===== src/rtl/i2s_receiver.sv =====
`default_nettype none
// ============================================================================
// Module   : i2s_receiver
// Purpose  : Oversamples an external I2S stream (BCLK, LRCLK, SDATA) in the
//            system clock domain and deserializes it into SAMPLE_WIDTH-bit
//            two's-complement PCM words with a left/right flag. The words
//            are presented on a single-entry valid/ready output register.
//            Nothing in this block is clocked by BCLK.
// Ports    : clk        - system clock (f_clk >= 4 x f_bclk)
//            reset_n    - asynchronous active-low reset
//            i2s_bclk   - I2S bit clock, asynchronous to clk
//            i2s_lrclk  - word select, 0 = left, 1 = right
//            i2s_sdata  - serial data, changes on BCLK falling edges
//            o_valid    - an output word is held
//            o_ready    - consumer accepts the held word
//            o_is_left  - channel of the held word
//            o_audio    - held PCM word
//            o_overrun  - one-cycle pulse when a completed word is dropped
// Revision : 1.0 - initial release
// ============================================================================
module i2s_receiver #(
  parameter int SAMPLE_WIDTH = 16,  // PCM bits captured per slot, 8..32
  parameter int SYNC_STAGES  = 2    // synchronizer depth, >= 2
) (
  input  logic                    clk,
  input  logic                    reset_n,
  input  logic                    i2s_bclk,
  input  logic                    i2s_lrclk,
  input  logic                    i2s_sdata,
  output logic                    o_valid,
  input  logic                    o_ready,
  output logic                    o_is_left,
  output logic [SAMPLE_WIDTH-1:0] o_audio,
  output logic                    o_overrun
);

  localparam int CNT_W = $clog2(SAMPLE_WIDTH + 1);

  localparam logic [CNT_W-1:0] c_width = CNT_W'(SAMPLE_WIDTH);
  localparam logic [CNT_W-1:0] c_one   = CNT_W'(1);

  localparam logic [1:0] c_st_sync  = 2'd0;
  localparam logic [1:0] c_st_arm   = 2'd1;
  localparam logic [1:0] c_st_shift = 2'd2;
  localparam logic [1:0] c_st_done  = 2'd3;

  // Synchronizers and edge detection
  logic [SYNC_STAGES-1:0]  bclk_sync_q, bclk_sync_d;
  logic [SYNC_STAGES-1:0]  lr_sync_q,   lr_sync_d;
  logic [SYNC_STAGES-1:0]  sd_sync_q,   sd_sync_d;
  logic                    bclk_prev_q, bclk_prev_d;
  logic                    rise_q,      rise_d;
  logic                    lr_smp_q,    lr_smp_d;
  logic                    sd_smp_q,    sd_smp_d;

  // Deserializer
  logic [1:0]              state_q,     state_d;
  logic [CNT_W-1:0]        bit_cnt_q,   bit_cnt_d;
  logic [SAMPLE_WIDTH-1:0] shift_q,     shift_d;
  logic                    slot_lr_q,   slot_lr_d;
  logic                    lr_prev_q,   lr_prev_d;

  // Output register
  logic                    valid_q,     valid_d;
  logic                    is_left_q,   is_left_d;
  logic [SAMPLE_WIDTH-1:0] audio_q,     audio_d;
  logic                    overrun_q,   overrun_d;

  logic                    w_boundary;
  logic                    w_complete;
  logic [SAMPLE_WIDTH-1:0] w_word;
  logic [SAMPLE_WIDTH-1:0] w_shifted;
  logic [CNT_W-1:0]        w_cnt_inc;
  logic                    w_can_load;

  // --------------------------------------------------------------------------
  // Synchronize the pins and detect BCLK rising edges. The edge flag is
  // registered together with the LRCLK/SDATA samples taken on the same cycle,
  // so the deserializer always sees a matched (edge, lr, data) triple.
  // --------------------------------------------------------------------------
  always_comb begin
    bclk_sync_d = {bclk_sync_q[SYNC_STAGES-2:0], i2s_bclk};
    lr_sync_d   = {lr_sync_q[SYNC_STAGES-2:0],   i2s_lrclk};
    sd_sync_d   = {sd_sync_q[SYNC_STAGES-2:0],   i2s_sdata};
    bclk_prev_d = bclk_sync_q[SYNC_STAGES-1];
    rise_d      = bclk_sync_q[SYNC_STAGES-1] & ~bclk_prev_q;
    lr_smp_d    = lr_sync_q[SYNC_STAGES-1];
    sd_smp_d    = sd_sync_q[SYNC_STAGES-1];
  end

  // --------------------------------------------------------------------------
  // Slot tracking and deserialization; everything advances only on a BCLK rise.
  // --------------------------------------------------------------------------
  always_comb begin
    state_d    = state_q;
    bit_cnt_d  = bit_cnt_q;
    shift_d    = shift_q;
    slot_lr_d  = slot_lr_q;
    lr_prev_d  = lr_prev_q;
    w_complete = 1'b0;
    w_word     = '0;

    w_boundary = rise_q & (lr_smp_q != lr_prev_q);
    w_shifted  = {shift_q[SAMPLE_WIDTH-2:0], sd_smp_q};
    w_cnt_inc  = bit_cnt_q + c_one;

    if (rise_q) begin
      lr_prev_d = lr_smp_q;
      case (state_q)
        c_st_sync: begin
          if (w_boundary) begin
            slot_lr_d = lr_smp_q;
            bit_cnt_d = '0;
            state_d   = c_st_arm;
          end
        end
        c_st_arm: begin
          if (w_boundary) begin
            // A one-bit slot is not a legal stream; just restart the slot.
            slot_lr_d = lr_smp_q;
          end else begin
            shift_d   = {{(SAMPLE_WIDTH-1){1'b0}}, sd_smp_q};
            bit_cnt_d = c_one;
            state_d   = c_st_shift;
          end
        end
        c_st_shift: begin
          // The boundary rise still carries the last bit of the current slot
          // (one-bit delay), so it is shifted in before the word is closed.
          shift_d   = w_shifted;
          bit_cnt_d = w_cnt_inc;
          if ((w_cnt_inc == c_width) || w_boundary) begin
            w_complete = 1'b1;
            // Short slots are left-justified: missing LSBs become zero.
            w_word     = w_shifted << (c_width - w_cnt_inc);
          end
          if (w_boundary) begin
            slot_lr_d = lr_smp_q;
            bit_cnt_d = '0;
            state_d   = c_st_arm;
          end else if (w_cnt_inc == c_width) begin
            state_d   = c_st_done;
          end
        end
        c_st_done: begin
          if (w_boundary) begin
            slot_lr_d = lr_smp_q;
            bit_cnt_d = '0;
            state_d   = c_st_arm;
          end
        end
        default: state_d = c_st_sync;
      endcase
    end
  end

  // --------------------------------------------------------------------------
  // Single-entry output register. A completed word may load while the held
  // word is being accepted; otherwise a busy register drops the new word.
  // --------------------------------------------------------------------------
  always_comb begin
    w_can_load = ~valid_q | o_ready;
    valid_d    = valid_q & ~o_ready;
    is_left_d  = is_left_q;
    audio_d    = audio_q;
    overrun_d  = 1'b0;
    if (w_complete) begin
      if (w_can_load) begin
        valid_d   = 1'b1;
        audio_d   = w_word;
        is_left_d = ~slot_lr_q;
      end else begin
        overrun_d = 1'b1;
      end
    end
  end

  always_ff @(posedge clk or negedge reset_n) begin
    if (!reset_n) begin
      bclk_sync_q <= '0;
      lr_sync_q   <= '0;
      sd_sync_q   <= '0;
      bclk_prev_q <= 1'b0;
      rise_q      <= 1'b0;
      lr_smp_q    <= 1'b0;
      sd_smp_q    <= 1'b0;
      state_q     <= c_st_sync;
      bit_cnt_q   <= '0;
      shift_q     <= '0;
      slot_lr_q   <= 1'b0;
      lr_prev_q   <= 1'b0;
      valid_q     <= 1'b0;
      is_left_q   <= 1'b0;
      audio_q     <= '0;
      overrun_q   <= 1'b0;
    end else begin
      bclk_sync_q <= bclk_sync_d;
      lr_sync_q   <= lr_sync_d;
      sd_sync_q   <= sd_sync_d;
      bclk_prev_q <= bclk_prev_d;
      rise_q      <= rise_d;
      lr_smp_q    <= lr_smp_d;
      sd_smp_q    <= sd_smp_d;
      state_q     <= state_d;
      bit_cnt_q   <= bit_cnt_d;
      shift_q     <= shift_d;
      slot_lr_q   <= slot_lr_d;
      lr_prev_q   <= lr_prev_d;
      valid_q     <= valid_d;
      is_left_q   <= is_left_d;
      audio_q     <= audio_d;
      overrun_q   <= overrun_d;
    end
  end

  assign o_valid   = valid_q;
  assign o_is_left = is_left_q;
  assign o_audio   = audio_q;
  assign o_overrun = overrun_q;

endmodule
`default_nettype wire


===== config.mk =====
export PLATFORM = sky130hd
export DESIGN_NAME = i2s_receiver
export DESIGN_NICKNAME = d
export VERILOG_FILES = /design/src/rtl/i2s_receiver.sv
export SDC_FILE = /design/constraint.sdc
export NUM_CORES = 1
export LEC_CHECK = 0
export CAP_MARGIN = 20
export CORE_MARGIN = 3
export CORE_UTILIZATION = 50
export CTS_CLUSTER_DIAMETER = 30
export DETAILED_ROUTE_END_ITERATION = 6
export GPL_TIMING_DRIVEN = 0
export PLACE_DENSITY = 0.75
export SYNTH_ARGS = -nofsm -noshare
export SYNTH_HDL_FRONTEND = slang
export SYNTH_SLANG_ARGS = --single-unit

===== constraint.sdc =====
create_clock -name clk -period 2.2 [get_ports clk]
set_input_delay 0.44 -clock clk [delete_from_list [all_inputs] [get_ports clk]]
set_output_delay 0.44 -clock clk [all_outputs]
set_load 0.02 [all_outputs]

# Word-level counts from Yosys, hierarchy flattened
# Index checks and enable logic that the tools add are counted.
[word_totals] output_inout_bits=19 regBits=53
[classes] shift=1 n_mux=23 n_addsub=2 reduce_logical=10 n_eq_ne=9 bitwise_logic=8
[ops] cell="16-bit 2-to-1 mux" count=3
[ops] cell="15-bit one-hot mux with 2 select lines" count=1
[ops] cell="16-bit by 5-bit left shift with 16-bit output" count=1
[ops] cell="15-bit 2-to-1 mux" count=1
[ops] cell="5-bit 2-to-1 mux" count=3
[ops] cell="5-bit one-hot mux with 3 select lines" count=1
[ops] cell="1-bit 2-to-1 mux" count=9
[ops] cell="2-bit 2-to-1 mux" count=4
[ops] cell="2-bit one-hot mux with 3 select lines" count=1
[ops] cell="3-bit AND reduction" count=2
[ops] cell="5-bit by 1-bit adder with 5-bit output (second input constant)" count=1
[ops] cell="5-bit == test (second input constant)" count=1
[ops] cell="5-bit subtractor (first input constant)" count=1
[ops] cell="2-bit == test (second input constant)" count=2
[ops] cell="2-bit by 1-bit inequality test with 1-bit output (second input constant)" count=2
[ops] cell="1-bit inverter" count=4
[ops] cell="2-bit AND reduction" count=2
[ops] cell="4-bit AND reduction" count=1
[ops] cell="4-bit OR reduction" count=1
[ops] cell="1-bit AND" count=3
[ops] cell="3-bit inequality test (second input constant)" count=1
[ops] cell="2-bit by 1-bit == test with 1-bit output (second input constant)" count=1
[ops] cell="2-bit logical NOT" count=1
[ops] cell="2-bit inequality test (second input constant)" count=1
[ops] cell="other kinds (5)" count=5

# Depth between registers and ports, before layout
# Gate-level depths: netlist (run 1).
[depth] ltp_word=7 mapped_depth=10

# Least setup slack after synthesis (run 1)
# Ideal clock, no wire load.
[synth_path] kind="register to register" startpoint="reg bit_cnt_q[0]" endpoint="reg audio_q[4] (netlist: o_audio[4])" t_arrival_ns=2.121 n_path_buf=2 stages_incl_launch_ff=11 path_slack_ns=-0.013 setup_ns=0.092 path_cell_list="dfrtp_1 ha_1 nand3_1 xnor2_1 ha_1 o211ai_1 nand2b_1 clkbuf_1 clkbuf_1 nand2_1 o31ai_2"
[synth_via] elab_chain_cells=7 elab_cells_between_ends=12
[synth_rtl] item="start, declared" line="58" text="logic [CNT_W-1:0] bit_cnt_q, bit_cnt_d;"
[synth_rtl] item="start signal, assigned" line="205" text="bit_cnt_q <= bit_cnt_d;"
[synth_rtl] item="5-bit by 1-bit adder with 5-bit output (*)" line="105" text="w_cnt_inc = bit_cnt_q + c_one;"
[synth_rtl] item="branches (longest 6 deep; another with 5-bit subtractor)"
[synth_rtl] item="end signal, assigned" line="211" text="audio_q <= audio_d;"
[synth_rtl] item="end, declared" line="66" text="logic [SAMPLE_WIDTH-1:0] audio_q, audio_d;"
# Every way passes the cells marked *.
# A chain may end at the register's enable or synchronous reset.

# Final worst setup path (run 1)
# Ends and elaborated chain as after synthesis.

==> results.md, run 1 <==
- Synth warn: 0
- Longest Clk Path Bufs: 2
- Post-Route WL: 5.67 mm
- Top-count cell post-synth: dfrtp_1
- Initial core utilization: 0.532
- Final nets: 297
- F_max: 463 MHz
- Core Rows: 26
- Hold WC Path Type: input port to async pin
- Die outline area: 0.00654 mm²
- Height of the die: 80.9 µm
- Slew @ Worst Pin: 0.813 ns
- Post-synthesis register bit count: 53
- Crit. End Element: flip-flop
- Post-DP HPWL: 4.02 mm
- Worst reg2reg path depth: 8
- Unrepaired setup endpoints after global routing: yes
- Clk Latency, worst-skew pair: 0.31 ns
- Mux cell area share after synthesis: 0.172
- Width of the die: 80.9 µm
- Area leader, netlist: dfrtp_1
- PD cells: 1260 mW/mm²
- CP Cell Sequence: ha_4 -> nor3_1 -> a31oi_1 -> o221a_1 -> and2_4 -> buf_6 -> or2_4 -> o31ai_2
- CP Max Fanout: 9
- Required @ worst endpoint: 2.42 ns
- Initial antenna violation count: 0
- Slowest stage delay, CP: 0.45 ns
- GRT Residual Overflow: 0
- Antenna viol nets, final: 0
- # IOs: 25
- First-pass detailed-route iteration total: 4
- Fill cell total of the finished layout: 418
- Critical setup path kind: flip-flop to flip-flop
- Critical-path top delay cell: dfrtp_2
- Ant. Diodes: 0
- Min cycle time layout: 2.16 ns
- Final Hold Fails: 0
- Vias in the first global route: 1972
- Share of the synthesized area in the top cell type: 0.473
- Mapped Nets: 255
- Worst reg2reg path endpoint: o_audio[4]
- CTS sink count: 53
- Global-route wire length before repair: 9.54 mm
- Routed length per placed instance: 16.0 µm
- Post-synth top flop: dfrtp_1
- CTS HTree Levels: 2
- Max_cap viols: 0
- CTS clock-pin slew for the worst setup and hold paths: 0.09 ns
- Tcrit/Tclk final: 0.982
- Final hold slack: 0.106 ns
- DR vias: 2055
- CTS Hold Bufs: 0
- Worst reg2reg setup slack: 0.04 ns
- Largest family of logic cells by synthesized area: compound AO/OA/AOI/OAI gates
- Xor/xnor share of the synthesized area: 0.00938
- Finish-stage setup viols: 0
- Peak VDD IR: 0.531 mV
- Critical path data arrival time: 2.38 ns
- Adder-cell share of the synthesized area: 0.0313
- Synth Instances: 242
- Number of library cell types mapped by synthesis: 43
- Simple-gate portion of the synthesized area: 0.101
- RePlAce Congestion: 0.864
- Detailed router's first-iteration violation count: 151
- CTS buffer count: 5
- Core area: 0.00527 mm²
- Layout cell share with drive strength beyond 1: 0.235
- Synth Area in Compound Gates: 0.180
- Commonest cells in the netlist: dfrtp_1 (53), nand2_1 (34), a22o_1 (20)
- Tot Pwr: 4370 µW
- Total global-route track usage: 0.190
- Largest cells by area after synthesis: dfrtp_1 (47%), mux4_2 (9.6%), a22o_1 (6.3%), mux2i_1 (5.4%), nand2_1 (4.6%)
- EDFF count, synth: 0
- Layout Skew: 0.00991 ns
- Syn avg cell area: 11.6 µm²
- Max Slew Vio Count: 0
- Lkg Pwr: 0.00151 µW
- Port bufs: 24
- Worst r2r src: bit_cnt_q[0]
- DRC viols: 0
- Area growth from synthesis to layout: 23.8%
- Largest net degree at the start of global routing: 30
- Crit. Startpoint: bit_cnt_q[0]
- Synth async-reset ratio: 1.00
- Rel. slew slack: 0.458
- Seq/Total Area, Yosys: 0.473
- Status: complete, no violations
- CP Launch Type: flip-flop
- Syn Std Cell Area: 0.00280 mm²
- Clock root cell: clkbuf_8
- CTS tree: built
- Vias/cell: 5.79
[critical path: cells and delay by family (launching register included)]
family,cells,cell delay (ns)
DFF,1,0.45
and+or+nand+nor,3,0.63
adders and majority gates,1,0.28
AOI/OAI and AO/OA,3,0.58
buffers and inverters,1,0.14
[worst max path at each step]
stage | end | slack [ns]
after floorplan | o_audio[11] | 0.02
after global placement | shift_q[12] | -0.82
after detailed placement | o_audio[11] | -0.44
after CTS | o_audio[11] | 0.01
after global routing | o_audio[10] | -0.03
final | o_audio[4] | 0.04
[routing by layer]
metal,GRT usage,vias to the layer above,part of all wire
met5,0,-,0
met4,0.0625,0,0.016
met3,0.0333,8,0.051
met2,0.304,59,0.50
met1,0.263,1014,0.44
li1,-,974,-
[cell type report]
| class | instances | area (µm²) | share of cell area |
|---|---|---|---|
| Clock inverter | 1 | 30.0 | 0.00866 |
| Multi-Input combinational cell | 168 | 1470 | 0.424 |
| Buffer | 14 | 101 | 0.0292 |
| Inverter | 5 | 18.8 | 0.00541 |
| Timing Repair Buffer | 37 | 345 | 0.0996 |
| Tap cell | 70 | 87.6 | 0.0253 |
| Sequential cell | 53 | 1330 | 0.383 |
| Clock buffer | 7 | 86.3 | 0.0249 |
[registers in the layout, indices dropped and copies added (netlist names)]
register / flops
state_q: 2
bit_cnt_q: 5
o_overrun: 1
o_audio: 16
slot_lr_q: 1
o_valid: 1
lr_sync_q: 2
sd_smp_q: 1
bclk_sync_q: 2
bclk_prev_q: 1
lr_smp_q: 1
o_is_left: 1
sd_sync_q: 2
shift_q: 15
rise_q: 1
lr_prev_q: 1
[placed cells by master, fill, tap and decap left out, types with 4 or more instances in the layout]
cell             count
a21oi_1              8
a22o_1              20
buf_2                4
buf_4               14
clkbuf_1             5
clkbuf_8             6
clkdlybuf4s50_1     23
dfrtp_1             51
ha_1                 6
inv_1                5
mux2i_1             12
mux4_2              13
nand2_1             34
nand2b_1             4
nor2_1               4
o21ai_0             12
o31ai_2              4
[timing repair]
| action | in CTS | in global routing |
|---|---|---|
| endpoints found under the setup margin | 17 | 18 |
| gates resized for setup | 22 | 14 |
| setup buffers | 6 | 6 |
| pin swaps | 1 | 2 |
[per-stage QoR]
stage                     instance area (µm²)  worst slack, ns  instances  utilization  setup TNS [ns]
after detailed placement                 3150           -0.438        337        0.597           -6.19
final                                    3470           0.0393        355        0.658               0
after global routing                     3470          -0.0339        355        0.658          -0.137
after floorplan                          2810           0.0159        242            -               0
after CTS                                3400           0.0149        350        0.644               0
after global placement                   3130           -0.819        336        0.594          -47.83
[where the power goes]
part / internal [µW] / switching [µW] / total, µW / leakage (µW)
combinational: 1160 / 1180 / 2340 / 0.000779
sequential: 1180 / 172 / 1360 / 0.000678
clock: 371 / 311 / 682 / 0.0000585
[cells by family after synthesis]
logic type                 after synthesis
and+or+nand+nor                         60
AOI/OAI and AO/OA                       67
muxes                                   31
xor gates and xnor gates                 3
adders and majority gates                7
DFF                                     53
buffers and inverters                   21
Power figures use the tool's default switching activity.
==> run 2, diff against run 1 <==
CTS_CLUSTER_DIAMETER = unset   (was 30)
==> results of run 2 <==
The final DEF is identical to that of run 1; final timing and power are the same.
